File: config.mk
export PLATFORM = sky130hd
export DESIGN_NAME = data_mem_ctrl
export DESIGN_NICKNAME = d
export VERILOG_FILES = /design/src/rtl/data_mem_ctrl.sv
export SDC_FILE = /design/constraint.sdc
export NUM_CORES = 1
export LEC_CHECK = 0
export BUFFER_PORTS_ARGS = -buffer_cell sky130_fd_sc_hd__buf_2
export CAP_MARGIN = 20
export CORE_MARGIN = 2
export CORE_UTILIZATION = 43
export DETAILED_ROUTE_END_ITERATION = 7
export GPL_ROUTABILITY_DRIVEN = 0
export PLACE_DENSITY = 0.77
export SETUP_SLACK_MARGIN = 0.5
export SYNTH_ARGS = -nofsm -noshare
export SYNTH_HDL_FRONTEND = slang
export SYNTH_SLANG_ARGS = --single-unit
export TNS_END_PERCENT = 30
File: constraint.sdc
create_clock -name clk -period 1.6 [get_ports clk]
set_clock_uncertainty 0.15 [all_clocks]
set_input_delay 0.16 -clock clk [delete_from_list [all_inputs] [get_ports clk]]
set_output_delay 0.16 -clock clk [all_outputs]
set_load 0.01 [all_outputs]
File: src/rtl/data_mem_ctrl.sv
// Data-memory responder: decodes load/store requests from the core, steers byte
// lanes to a word-wide synchronous RAM, extends load results and stalls the core.
module data_mem_ctrl #(
  parameter int ADDR_W = 8
) (
  input  logic              clk,
  input  logic              rst,
  input  logic              MemRead,
  input  logic              MemWrite,
  input  logic [2:0]        funct3,
  input  logic [31:0]       addr,
  input  logic [31:0]       wdata,
  output logic [31:0]       rdata,
  output logic              stall,
  output logic              mem_fault,
  output logic [ADDR_W-1:0] mem_addr,
  output logic              mem_re,
  output logic              mem_we,
  output logic [3:0]        mem_be,
  output logic [31:0]       mem_wdata,
  input  logic [31:0]       mem_rdata
);

  typedef enum logic [2:0] {
    IDLE     = 3'd0,
    WR       = 3'd1,
    RD_ISSUE = 3'd2,
    RD_WAIT  = 3'd3,
    RESP     = 3'd4,
    ERR      = 3'd5
  } state_t;

  state_t              state_q, state_d;
  logic [31:0]         rdata_q, rdata_d;
  logic [ADDR_W-1:0]   mem_addr_q, mem_addr_d;
  logic                mem_re_q, mem_re_d;
  logic                mem_we_q, mem_we_d;
  logic [3:0]          mem_be_q, mem_be_d;
  logic [31:0]         mem_wdata_q, mem_wdata_d;
  logic [2:0]          f3_q, f3_d;
  logic [1:0]          off_q, off_d;

  logic                req;
  logic                load_legal, store_legal, aligned, req_fault;
  logic [3:0]          st_be;
  logic [31:0]         st_wdata;
  logic                unused_addr_hi;

  // Upper address bits are deliberately dropped: accesses wrap modulo RAM size.
  assign unused_addr_hi = ^addr[31:ADDR_W+2];

  function automatic logic [31:0] load_ext(input logic [2:0] f3, input logic [1:0] off,
                                           input logic [31:0] w);
    logic [7:0]  b;
    logic [15:0] h;
    case (off)
      2'd0:    b = w[7:0];
      2'd1:    b = w[15:8];
      2'd2:    b = w[23:16];
      default: b = w[31:24];
    endcase
    h = off[1] ? w[31:16] : w[15:0];
    case (f3)
      3'b000:  return {{24{b[7]}}, b};
      3'b001:  return {{16{h[15]}}, h};
      3'b100:  return {24'h0, b};
      3'b101:  return {16'h0, h};
      default: return w;
    endcase
  endfunction

  // Request decode: legality, alignment and store lane steering.
  always_comb begin
    req         = MemRead | MemWrite;
    load_legal  = (funct3 == 3'b000) || (funct3 == 3'b001) || (funct3 == 3'b010) ||
                  (funct3 == 3'b100) || (funct3 == 3'b101);
    store_legal = (funct3 == 3'b000) || (funct3 == 3'b001) || (funct3 == 3'b010);
    case (funct3[1:0])
      2'b00:   aligned = 1'b1;
      2'b01:   aligned = ~addr[0];
      2'b10:   aligned = (addr[1:0] == 2'b00);
      default: aligned = 1'b0;
    endcase
    req_fault = (MemRead & MemWrite) |
                (MemRead  & ~(load_legal  & aligned)) |
                (MemWrite & ~(store_legal & aligned));
    case (funct3[1:0])
      2'b00: begin
        st_be    = 4'b0001 << addr[1:0];
        st_wdata = {4{wdata[7:0]}};
      end
      2'b01: begin
        st_be    = addr[1] ? 4'b1100 : 4'b0011;
        st_wdata = {2{wdata[15:0]}};
      end
      default: begin
        st_be    = 4'b1111;
        st_wdata = wdata;
      end
    endcase
  end

  always_comb begin
    state_d     = state_q;
    rdata_d     = rdata_q;
    mem_addr_d  = mem_addr_q;
    mem_re_d    = 1'b0;
    mem_we_d    = 1'b0;
    mem_be_d    = mem_be_q;
    mem_wdata_d = mem_wdata_q;
    f3_d        = f3_q;
    off_d       = off_q;
    case (state_q)
      IDLE: begin
        if (req) begin
          if (req_fault) begin
            state_d = ERR;
          end else if (MemWrite) begin
            state_d     = WR;
            mem_we_d    = 1'b1;
            mem_addr_d  = addr[ADDR_W+1:2];
            mem_be_d    = st_be;
            mem_wdata_d = st_wdata;
          end else begin
            state_d    = RD_ISSUE;
            mem_re_d   = 1'b1;
            mem_addr_d = addr[ADDR_W+1:2];
            mem_be_d   = 4'b0000;
            f3_d       = funct3;
            off_d      = addr[1:0];
          end
        end
      end
      RD_ISSUE: state_d = RD_WAIT;
      RD_WAIT: begin
        state_d = RESP;
        rdata_d = load_ext(f3_q, off_q, mem_rdata);
      end
      default: state_d = IDLE;
    endcase
  end

  always_ff @(posedge clk) begin
    if (rst) begin
      state_q     <= IDLE;
      rdata_q     <= '0;
      mem_addr_q  <= '0;
      mem_re_q    <= 1'b0;
      mem_we_q    <= 1'b0;
      mem_be_q    <= '0;
      mem_wdata_q <= '0;
      f3_q        <= '0;
      off_q       <= '0;
    end else begin
      state_q     <= state_d;
      rdata_q     <= rdata_d;
      mem_addr_q  <= mem_addr_d;
      mem_re_q    <= mem_re_d;
      mem_we_q    <= mem_we_d;
      mem_be_q    <= mem_be_d;
      mem_wdata_q <= mem_wdata_d;
      f3_q        <= f3_d;
      off_q       <= off_d;
    end
  end

  // Under reset the FSM is forced to IDLE, so stall tracks the request lines.
  always_comb begin
    if (rst) stall = req;
    else     stall = ((state_q == IDLE) & req) | (state_q == RD_ISSUE) | (state_q == RD_WAIT);
  end

  assign mem_fault = (state_q == ERR);
  assign rdata     = rdata_q;
  assign mem_addr  = mem_addr_q;
  assign mem_re    = mem_re_q;
  assign mem_we    = mem_we_q;
  assign mem_be    = mem_be_q;
  assign mem_wdata = mem_wdata_q;

endmodule
== Word level (Yosys, flattened, before mapping) ==
Index checks and enable logic that the tools add are counted.

* Eq/ne operators: 15
* Magnitude comparators: 0
* Bitwise gates (word level): 18
* Multiplexer cells: 15
* Multipliers: 0
* Shift operators: 1
* Reduce and logical (&&, ||, !) cells: 14
* $add $sub $neg: 0
* Div/mod/pow operators: 0

{| class="wikitable"
|+ Operator list
! cell !! number
|-
| 32-bit one-hot mux with 4 select lines || 1
|-
| 32-bit one-hot mux with 2 select lines || 1
|-
| 8-bit one-hot mux with 3 select lines || 1
|-
| 16-bit two-way mux || 1
|-
| 3-bit equality test, second input constant || 5
|-
| 3-bit by 2-bit equality test with 1-bit output, second input constant || 3
|-
| 3-bit logical NOT || 3
|-
| 3-bit one-hot mux with 3 select lines || 1
|-
| 4-bit two-way mux || 2
|-
| 4-bit one-hot mux with 2 select lines || 1
|-
| 4-bit AND reduction || 2
|-
| 1-bit NOT || 7
|-
| 1-bit AND || 6
|-
| 3-bit by 1-bit equality test with 1-bit output, second input constant || 2
|-
| 2-bit logical NOT || 3
|-
| 3-bit two-way mux || 2
|-
| 1-bit bitwise OR || 5
|-
| 2-bit by 1-bit equality test with 1-bit output, second input constant || 2
|-
| 2-bit equality test, second input constant || 2
|-
| 1-bit logical OR || 4
|-
| 4-bit OR reduction || 1
|-
| 1-bit by 2-bit left shift with 4-bit output, first input constant || 1
|-
| 1-bit two-way mux || 3
|-
| 1-bit one-hot mux with 3 select lines || 1
|-
| other kinds (3) || 3
|}

* Input bits: 103
* Memory bits (writable): 0
* ROM bits: 0
* Bits in registers: 86
* Word-level logic and storage cells: 72
* Output and inout bits: 80
* Bits in latches: 0
* Memories: 0

== Longest topological paths before layout ==
* Depth after elaboration: 13
* Mapped depth: 7
* Mapped depth without buffers: 4

== Worst setup path before layout ==
No wires, ideal clock.

* Path type: reg2reg
* Start point: reg off_q[0]
* End point: reg rdata_q[14] (netlist: rdata[14])
* Arrival time: 1.412 ns
* Stages on the path, launching flop included: 5
* Setup time: 0.134 ns
* Path buffers: 1
* Data required time: 1.316 ns
* Slack: -0.096 ns
* Clock period less this slack: 1.696 ns
* Path through: dfxtp_1 -> clkbuf_1 -> mux4_2 -> a21oi_2 -> a211oi_1

* Longest elaborated chain between the ends: 3
* Elaborated cells between the ends (all ways): 5
* Classes of those cells: eq/ne (2); mux (2); reduce/logical (1)

{| class="wikitable"
|+ RTL lines
! element !! RTL line !! RTL
|-
| start: declaration || 41 || <nowiki>logic [1:0] off_q, off_d;</nowiki>
|-
| start signal: assignment || 153 || <nowiki>off_q <= '0;</nowiki>
|-
| start signal: assignment || 163 || <nowiki>off_q <= off_d;</nowiki>
|-
| 2-bit equality test (tied with other cells) || 56 || <nowiki>case (off)</nowiki>
|-
| 8-bit one-hot mux with 3 select lines * || 56 ||
|-
| 32-bit one-hot mux with 4 select lines * || 63 || <nowiki>case (f3)</nowiki>
|-
| end signal: assignment || 156 || <nowiki>rdata_q <= rdata_d;</nowiki>
|-
| end: declaration || 34 || <nowiki>logic [31:0] rdata_q, rdata_d;</nowiki>
|}

Mark *: on every way between the ends. The rest lies on a longest branch, timed or not.
A chain may end at the register's enable or synchronous reset.

== Worst setup path in the final report ==
* Start point: reg off_q[0]
* End point: reg rdata_q[23] (netlist: rdata[23])

Same word-level chain as after synthesis.

==> run_results.csv <==
group,metric,value,unit
logic_synthesis,yosysTopAreaCellShare,42.3,%
grt,gr-usage-all-layers,26.4,%
floorplanning,floorplan.die.height,101,um
final_layout,synthToLayoutAreaGrowth,61.2,%
sta,slew_viol_final,0,
placed_design,placedInstanceArea,5140,um2
grt,grt_pass1_wl,21.7,mm
floorplanning,initial_utilization,44.3,%
logic_synthesis,ys_top_cells_by_area,"dfxtp_1 (42%), nand2_1 (8.4%), mux2i_1 (7.1%), o21ai_0 (5.8%), a21oi_1 (4.9%)",
sta,totalNegativeSetupSlack,-0.0601,ns
route,count_of_vias_placed_by_the_detailed_router,4776,
route,drt_wl_total,15.1,mm
job,maxCapViolCount,0,
final_layout,layout_commonest_cell,"buf_2",
logic_synthesis,ys_async_sr_fraction,0,%
worst_setup_path,critPathCaptureType,"flip-flop",
grt,grt_pass1_vias,4449,
clock_network,cts-htree-levels,3,
hold_path,timing.hold.worst.class,"input pin to flip-flop",
sta,whs,-0.0398,ns
worst_setup_path,critPathLaunchType,"flip-flop",
clock_network,cts_num_sinks,86,
final_layout,num-nets-final,819,
worst_setup_path,worst-r2r-cell-count,7,
clock_network,cts.root.buffer_cell,"clkbuf_8",
sta,final-setup-viol-count,11,
logic_synthesis,syn_area,4070,um2
placed_design,pre_cts_ws,-0.0663,ns
route,drtAntennaViolNets,0,
logic_synthesis,postSynthRegisterBits,86,
logic_synthesis,syn-instance-count,494,
final_layout,final_design_area_no_fill,6560,um2
power,leakage,2.85,nW
logic_synthesis,synth_seq_area_share,42.3,%
final_layout,layout.cells.most_common_list,"buf_2 (133), nand2_1 (82), dfxtp_1 (55)",
clock_network,worst_setup_hold_path_clk_slew,0.09,ns
clock_network,clock_latency_reported_for_the_late_side_of_the_worst_skew_pair,0.35,ns
sta,max_slew_margin_vs_limit,66.2,%
status,failed_checks,"negative hold slack, negative setup slack",
clock_network,cts_tree,"built",
clock_network,clock_tree.buffer_depth,2,
sta,postLayoutSetupSlackWorst,-0.0191,ns
hold_path,worst_hold_path_depth,3,
sta,setup_repair_after_global_routing_missed_its_margin,"true",
clock_network,numCtsBuffers,9,
route,detail_route.wl_per_cell,18.2,um
floorplanning,die_area,10300,um2
grt,overflow,0,
worst_setup_path,critPathMaxFanout,8,
placed_design,detailedPlacementHpwl,8.72,mm
route,drtPass1Iterations,5,
sta,min_period,1.62,ns
logic_synthesis,synth_area_leader_cell,"dfxtp_1",
sta,worst_slew_pin_slew,0.502,ns
clock_network,ctsHoldBuffers,48,
logic_synthesis,yosysWarnings,0,
grt,grt_start_max_net_pins,71,
placed_design,place.port_buffers,160,
floorplanning,design.portCount,183,
placed_design,placed_cells_incl_taps,753,
status,status,"finished, violations left",
logic_synthesis,mappedNetlistNets,597,
sta,final-hold-violation-count,2,
power,design_power_total,4.58,mW
route,remaining_drc_errors,0,
final_layout,share_of_layout_cells_above_drive_strength_1,46.2,%
power,max-vdd-ir-drop,0.000517,V
logic_synthesis,synthesized_area_divided_by_synthesized_cell_count,8.24,um2
worst_setup_path,cp_data_arrival_time,1.71,ns
floorplanning,die_w,101,um
grt,antenna_found_initial,0,
logic_synthesis,postSynth.topFlopCell,"dfxtp_1",
route,drt_iter0_drc,348,
final_layout,finalCoreUtilization,71.4,%
logic_synthesis,synth_edf_count,0,
floorplanning,core,9200,um2
final_layout,final-instance-count-excl-fill,833,
sta,fmaxAchievable,0.618,GHz
route,via_density_per_instance,5.73,
worst_setup_path,critPathRequiredTime,1.69,ns
sta,layout_worst_path_cycle_share,101,%
floorplanning,floorplan.rows,35,
worst_setup_path,worst-setup-path-type,"flip-flop to flip-flop",
power,power-per-cell-area,698,nW/um2
logic_synthesis,synth_cell_types,44,
-- routing by layer --
| layer | vias up | global-route usage [%] | routed length [um] | share of wire (%) |
|---|---|---|---|---|
| li1 | 2193 | - | - | - |
| met1 | 2290 | 34.2 | 6110 | 40 |
| met2 | 248 | 43.8 | 7510 | 50 |
| met3 | 45 | 4.90 | 1070 | 7.1 |
| met4 | 0 | 9.88 | 447 | 3.0 |
| met5 | - | 0 | 0 | 0 |
-- worst paths after layout --
path                startpoint      endpoint  slack, ns
hold / removal         MemRead    state_q[0]      -0.04
hold reg to reg   mem_wdata[2]  mem_wdata[2]       0.31
setup / recovery      off_q[0]     rdata[23]      -0.02
setup reg to reg      off_q[0]     rdata[23]      -0.02
-- power breakdown --
part           internal [mW]  leakage (nW)  switching [mW]  total (mW)
Clock                  0.588        0.0923           0.870        1.46
Combinational          0.436          2.04           0.444       0.879
Sequential              2.19         0.711          0.0472        2.24
-- logic make-up after synthesis --
| logic type | Yosys count | share of synthesized area [%] |
|---|---|---|
| simple gates | 184 | 20.3 |
| flops | 86 | 42.3 |
| compound gates | 141 | 22.3 |
| mux | 37 | 9.62 |
| buf+inv | 46 | 5.50 |
-- repair_timing --
item	CTS	global route
pin swaps	14	20
gates resized for setup	31	105
setup buffers	4	4
hold endpoints to repair	50	2
endpoints found under the setup margin	166	166
gates cloned	5	2
-- area by class of cell --
class / instances / area (um2)
fillers: 640 / 2630
flip-flops and latches: 86 / 1770
well taps: 111 / 139
diodes: 1 / 2.50
clock inverters: 7 / 55.1
multi-input cells: 362 / 2410
inverters: 4 / 15.0
clock buffers: 9 / 124
repair buffers: 253 / 2040
-- cells in the mapped netlist, types with 2 or more instances --
| cell | n |
|---|---|
| o21ai_0 | 47 |
| mux2_2 | 7 |
| nor3_1 | 11 |
| buf_4 | 5 |
| o211ai_2 | 2 |
| mux2i_1 | 29 |
| a31oi_1 | 8 |
| nor2b_1 | 5 |
| a2111oi_0 | 2 |
| nor4_1 | 2 |
| buf_2 | 14 |
| a211oi_1 | 15 |
| nand2b_1 | 4 |
| nand3b_1 | 8 |
| nor2_1 | 53 |
| buf_6 | 2 |
| o221a_2 | 7 |
| nand3_1 | 2 |
| dfxtp_1 | 86 |
| inv_1 | 4 |
| a311oi_1 | 8 |
| nand2_1 | 91 |
| a21oi_1 | 40 |
| clkbuf_1 | 21 |
| nor3b_1 | 2 |
-- flip-flops by register name (all words and copies together), names as in the netlist --
| signal | count |
|---|---|
| rdata | 32 |
| f3_q | 3 |
| mem_re | 1 |
| off_q | 2 |
| mem_we | 1 |
| mem_wdata | 32 |
| mem_addr | 8 |
| state_q | 3 |
| mem_be | 4 |
-- worst max-delay path: stages (launching register included) --
cell	delay, ns
dfxtp_4	0.37
buf_4	0.14
nor3_1	0.20
o21ai_1	0.10
a31oi_2	0.17
buf_4	0.16
clkbuf_16	0.16
a21oi_2	0.05
Power figures use the tool's default switching activity.
